$ cat config.mk
export PLATFORM = sky130hd
export DESIGN_NAME = mem_port_arbiter
export DESIGN_NICKNAME = d
export VERILOG_FILES = /design/src/rtl/mem_arb_pkg.sv /design/src/rtl/rr_arb2.sv /design/src/rtl/mem_port_arbiter.sv
export SDC_FILE = /design/constraint.sdc
export NUM_CORES = 1
export LEC_CHECK = 0
export CORE_AREA = 2 2 163 165
export DETAILED_ROUTE_END_ITERATION = 8
export DIE_AREA = 0 0 165 167
export SYNTH_ARGS = -nofsm -noshare
export SYNTH_HDL_FRONTEND = slang
export SYNTH_HIERARCHICAL = 1
export SYNTH_SLANG_ARGS = --single-unit
$ cat constraint.sdc
create_clock -name clk -period 4.6 [get_ports clk]
set_input_delay 0.46 -clock clk [delete_from_list [all_inputs] [get_ports clk]]
set_output_delay 0.46 -clock clk [all_outputs]
set_load 0.01 [all_outputs]
$ cat src/rtl/mem_arb_pkg.sv
`default_nettype none
// ============================================================================
//  Module      : mem_arb_pkg
//  Description : Shared types and encodings for the two-port memory arbiter.
//  Revision    : 1.0 - initial release
// ============================================================================
package mem_arb_pkg;

    // Controller phase: initialisation sweep, then normal arbitration
    typedef enum logic {
        ST_INIT = 1'b0,
        ST_RUN  = 1'b1
    } arb_state_t;

    // Requester encoding shared by the round-robin pointer and read owner
    localparam logic REQ_A = 1'b0;
    localparam logic REQ_B = 1'b1;

endpackage : mem_arb_pkg
`default_nettype wire

$ cat src/rtl/rr_arb2.sv
`default_nettype none
// ============================================================================
//  Module      : rr_arb2
//  Description : Two-way round-robin arbiter with one-hot grant and a
//                registered pointer holding the last granted requester.
//  Revision    : 1.0 - initial release
// ============================================================================
module rr_arb2
    import mem_arb_pkg::*;
(
    input  logic       clk,
    input  logic       rst,
    input  logic [1:0] req,
    input  logic       advance,
    output logic [1:0] gnt,
    output logic       last
);

    logic r_last;

    // Lone requester always wins; on contention the one not granted last wins
    always_comb begin
        gnt = 2'b00;
        case (req)
            2'b01:   gnt = 2'b01;
            2'b10:   gnt = 2'b10;
            2'b11:   gnt = (r_last == REQ_A) ? 2'b10 : 2'b01;
            default: gnt = 2'b00;
        endcase
    end

    // Pointer records the last winner; reset value makes A the first favourite
    always_ff @(posedge clk or posedge rst) begin
        if (rst) begin
            r_last <= REQ_B;
        end else if (advance && (gnt != 2'b00)) begin
            r_last <= gnt[1] ? REQ_B : REQ_A;
        end
    end

    assign last = r_last;

endmodule : rr_arb2
`default_nettype wire

$ cat src/rtl/mem_port_arbiter.sv
`default_nettype none
// ============================================================================
//  Module      : mem_port_arbiter
//  Description : Shares one single-port synchronous memory between two
//                requesters. Initialises every location to INIT_VALUE after
//                reset, then serves one round-robin arbitrated access per
//                cycle and routes read data back to its owner.
//  Revision    : 1.0 - initial release
// ============================================================================
module mem_port_arbiter
    import mem_arb_pkg::*;
#(
    parameter int                    DATA_WIDTH = 64,
    parameter int                    ADDR_WIDTH = 6,
    parameter logic [DATA_WIDTH-1:0] INIT_VALUE = 'hFF
) (
    input  logic                  clk,
    input  logic                  rst,
    output logic                  init_done,
    input  logic                  a_req,
    input  logic                  a_we,
    input  logic [ADDR_WIDTH-1:0] a_addr,
    input  logic [DATA_WIDTH-1:0] a_wdata,
    output logic                  a_gnt,
    output logic                  a_rvalid,
    output logic [DATA_WIDTH-1:0] a_rdata,
    input  logic                  b_req,
    input  logic                  b_we,
    input  logic [ADDR_WIDTH-1:0] b_addr,
    input  logic [DATA_WIDTH-1:0] b_wdata,
    output logic                  b_gnt,
    output logic                  b_rvalid,
    output logic [DATA_WIDTH-1:0] b_rdata,
    output logic                  mem_write_en,
    output logic                  mem_read_en,
    output logic [ADDR_WIDTH-1:0] mem_addr,
    output logic [DATA_WIDTH-1:0] mem_w_data,
    input  logic [DATA_WIDTH-1:0] mem_r_data
);

    localparam logic [ADDR_WIDTH-1:0] c_last_addr = {ADDR_WIDTH{1'b1}};

    arb_state_t            r_state;
    arb_state_t            w_state_next;
    logic [ADDR_WIDTH-1:0] r_cnt;
    logic                  w_run;
    logic [1:0]            w_req;
    logic [1:0]            w_gnt;
    logic                  w_last_gnt;
    logic                  r_rd_pending;
    logic                  r_rd_owner;
    logic [DATA_WIDTH-1:0] r_a_rdata;
    logic [DATA_WIDTH-1:0] r_b_rdata;

    assign w_run = (r_state == ST_RUN);
    // Requests stay invisible to the arbiter until the sweep is finished
    assign w_req = {b_req, a_req} & {2{w_run}};

    rr_arb2 u_rr_arb2 (
        .clk     (clk),
        .rst     (rst),
        .req     (w_req),
        .advance (w_run),
        .gnt     (w_gnt),
        .last    (w_last_gnt)
    );

    assign a_gnt = w_gnt[0];
    assign b_gnt = w_gnt[1];

    // State register
    always_ff @(posedge clk or posedge rst) begin
        if (rst) begin
            r_state <= ST_INIT;
        end else begin
            r_state <= w_state_next;
        end
    end

    // Leave the sweep after the top address has been written
    always_comb begin
        w_state_next = r_state;
        if ((r_state == ST_INIT) && (r_cnt == c_last_addr)) begin
            w_state_next = ST_RUN;
        end
    end

    // Sweep address counter, one location per cycle while initialising
    always_ff @(posedge clk or posedge rst) begin
        if (rst) begin
            r_cnt <= '0;
        end else if (r_state == ST_INIT) begin
            r_cnt <= r_cnt + 1'b1;
        end
    end

    // Memory command mux: sweep writes, else the granted requester's op
    always_comb begin
        init_done    = (r_state == ST_RUN);
        mem_write_en = 1'b0;
        mem_read_en  = 1'b0;
        mem_addr     = '0;
        mem_w_data   = '0;
        if (r_state == ST_INIT) begin
            mem_write_en = 1'b1;
            mem_addr     = r_cnt;
            mem_w_data   = INIT_VALUE;
        end else if (w_gnt[0]) begin
            mem_write_en = a_we;
            mem_read_en  = ~a_we;
            mem_addr     = a_addr;
            mem_w_data   = a_wdata;
        end else if (w_gnt[1]) begin
            mem_write_en = b_we;
            mem_read_en  = ~b_we;
            mem_addr     = b_addr;
            mem_w_data   = b_wdata;
        end
    end

    // Remember who issued the read so the returning data can be steered
    always_ff @(posedge clk or posedge rst) begin
        if (rst) begin
            r_rd_pending <= 1'b0;
            r_rd_owner   <= REQ_A;
        end else begin
            r_rd_pending <= mem_read_en;
            if (mem_read_en) begin
                r_rd_owner <= w_gnt[1] ? REQ_B : REQ_A;
            end
        end
    end

    // The pointer always names the requester granted in the previous cycle
    always_comb begin
        if (r_rd_pending) begin
            assert (r_rd_owner == w_last_gnt);
        end
    end

    assign a_rvalid = r_rd_pending && (r_rd_owner == REQ_A);
    assign b_rvalid = r_rd_pending && (r_rd_owner == REQ_B);

    // Hold the last returned word so rdata is stable between strobes
    always_ff @(posedge clk or posedge rst) begin
        if (rst) begin
            r_a_rdata <= '0;
            r_b_rdata <= '0;
        end else begin
            if (a_rvalid) r_a_rdata <= mem_r_data;
            if (b_rvalid) r_b_rdata <= mem_r_data;
        end
    end

    assign a_rdata = a_rvalid ? mem_r_data : r_a_rdata;
    assign b_rdata = b_rvalid ? mem_r_data : r_b_rdata;

endmodule : mem_port_arbiter
`default_nettype wire

==> results_dict.tcl <==
set metrics [dict create \
    portBuffers 414 \
    p_leak_nw 4.89 \
    antenna_found_initial 2 \
    postRouteAntennaNets 0 \
    fp.dieW_um 165 \
    finClkSkew_ns 0.00887 \
    arrival_ns 3.16 \
    drive_above_1_share 0.197 \
    htree_levels 4 \
    yosysSeqAreaShare 0.507 \
    status "completed" \
    async_flop_share 1.00 \
    synthCells 492 \
    syn_area_um2 6820 \
    clkSlewWorstSetupHoldPaths_ns 0.06 \
    cp-start-kind "primary input" \
    r2r_cells 6 \
    crit_fanout 35 \
    cts_buffer_depth 2 \
    r2r_end "r_rd_pending" \
    dieArea_um2 27600 \
    layout_setup_ws_ns 0.985 \
    r2r-start "init_done" \
    cts_root_buffer "clkbuf_16" \
    cp_num_buf_inv 3 \
    grt_start_max_net_pins 90 \
    maxSlewViolCount 0 \
    cts_setup_buffers 0 \
    end_kind "output pin" \
    fmax_ghz 0.277 \
    dp_hpwl_mm 18.9 \
    cp_top_family "buffers and inverters" \
    reg2reg_setup_slack_ns 2.49 \
    cpMaxStageDelayCell "clkdlybuf4s50_1" \
    rsz0062_at_grt "no" \
    period_minus_slack_ns 3.62 \
    maxSlewHeadroom 0.443 \
    gp_congestion 0.793 \
    grt-ovfl-total 0 \
    top_level_ports 415 \
    layout_common_cells "414 x clkdlybuf4s50_1, 136 x dfrtp_1, 109 x mux2_4" \
    min_period_over_period 0.786 \
    holdWs_ns 0.487 \
    drt_iter0_drc 303 \
    vias 5535 \
    track_usage 0.173 \
    layout_commonest_cell "clkdlybuf4s50_1" \
    final_net_count 1108 \
    yosys-top-cells-area "dfrtp_1 50%, mux2_4 24%, a22oi_1 7.6%, nor2b_1 5.4%, mux2_2 3.1%" \
    syn_nets 703 \
    wl_per_cell_um 19.6 \
    cts_resized 0 \
    drc_errors 0 \
    die_h_um 167 \
    synth_top_cell_area_share 0.503 \
    synth_edf_count 0 \
    crit_cells 8 \
    yosysTopAreaCell "dfrtp_1" \
    hp-class "reg2reg" \
    drt_pass1_iterations 4 \
    worstPathCellList "clkdlybuf4s50_1 > and2_1 > a21boi_0 > nor2b_4 > buf_4 > a22oi_1 > nor2b_1 > clkdlybuf4s50_1" \
    postLayoutCoreUtil 0.459 \
    worst_pin_slew_ns 0.835 \
    syn2layout_area_growth_pct 73.4 \
    viasPerCell 4.45 \
    ys_ff_latch 138 \
    crit_path_frequent_cell "clkdlybuf4s50_1" \
    coreArea_um2 25800 \
    start_util 0.265 \
    ir_worst_vdd_uv 250 \
    clkLatencyLatePin_ns 0.41 \
    cts_buffers 17 \
    diodes 0 \
    ys.flop_type "dfrtp_1" \
    routed_wl_mm 24.4 \
    yosys_warnings 6 \
    fp-row-count 59 \
    grt_pass1_wl_mm 35.4 \
    synth_cell_types 32 \
    synth.avg_cell_area_um2 13.9 \
    setup_violations 0 \
    hold_violations 0 \
    drv_cap 0 \
    worstPathRequired_ns 4.14 \
    cp-startpoint "b_req" \
    grt_pass1_vias 5801 \
    tns_ns 0 \
    powerDensity_nw_per_um2 269 \
    cpPeakStageDelay_ns 0.58 \
    clkSinkCount 138 \
    hold_buffers 0 \
    cts_tree "built" \
    critical_path_class "in2out" \
    critical_path.endpoint "mem_w_data[15]" \
    place_ws_ns 0.881 \
]
[routing by layer]
metal,routed length (um),global-route usage
met3,2320,0.0658
met4,618,0.0590
met1,9080,0.192
met5,26,0
met2,12400,0.299
[metrics by stage]
step / total power [mW] / area [um^2] / instances
2_1_floorplan: 1.45 / 6820 / 492
3_3_place_gp: 1.78 / 11200 / 1213
5_1_grt: 3.31 / 11800 / 1244
6_report: 3.18 / 11800 / 1244
4_1_cts: 3.23 / 11800 / 1244
3_5_place_dp: 1.79 / 11200 / 1213
[cells in the mapped netlist, types with 2 or more instances]
cell type / count
xnor2_1: 5
clkbuf_1: 7
a22oi_1: 69
inv_1: 4
mux2_2: 19
nor2_1: 7
buf_2: 17
buf_6: 7
nand2_1: 13
mux2_4: 109
buf_8: 6
a21oi_1: 8
nor2b_1: 59
nand3_1: 3
nand2b_1: 2
buf_4: 2
dfrtp_1: 137
and2_1: 3
a31oi_1: 2
[cell families (layout without fill, tap and decap cells)]
group | count (synthesis) | in the layout | synth area share
buf+inv | 44 | 461 | 0.0460
flops | 138 | 138 | 0.507
fa+ha+maj | 1 | 1 | 0.00183
xor+xnor | 5 | 5 | 0.00642
simple gates | 91 | 91 | 0.0772
compound gates | 84 | 84 | 0.0890
mux | 129 | 129 | 0.273
[cell type report]
class                   instances  area, um^2
clock inverters                14         185
fillers                      2409       13900
well taps                     335         419
flip-flops and latches        138        3460
multi-input cells             310        3080
repair buffers                425        4240
inverters                       5        23.8
clock buffers                  17         425
[worst min-delay path by stage]
stage | startpoint | to | slack [ns] | cells past startpoint
2_1_floorplan | rst | u_rr_arb2/last | 0.35 | 1
3_3_place_gp | r_a_rdata[63] | r_a_rdata[63] | 0.47 | 1
3_5_place_dp | r_a_rdata[6] | r_a_rdata[6] | 0.48 | 1
4_1_cts | rst | u_rr_arb2/last | 0.49 | 2
5_1_grt | rst | u_rr_arb2/last | 0.50 | 2
6_report | r_a_rdata[63] | r_a_rdata[63] | 0.49 | 1
[registers in the layout, indices dropped and copies added, names as in the netlist]
signal	flops
r_rd_owner	1
r_rd_pending	1
r_b_rdata	64
r_a_rdata	64
u_rr_arb2/last	1
r_cnt	6
init_done	1
[report_power, final]
| group | internal [mW] | switching (mW) |
|---|---|---|
| clock network | 0.864 | 0.556 |
| logic | 0.320 | 0.155 |
| registers | 1.27 | 0.0149 |
(Power assumes the default switching activity.)
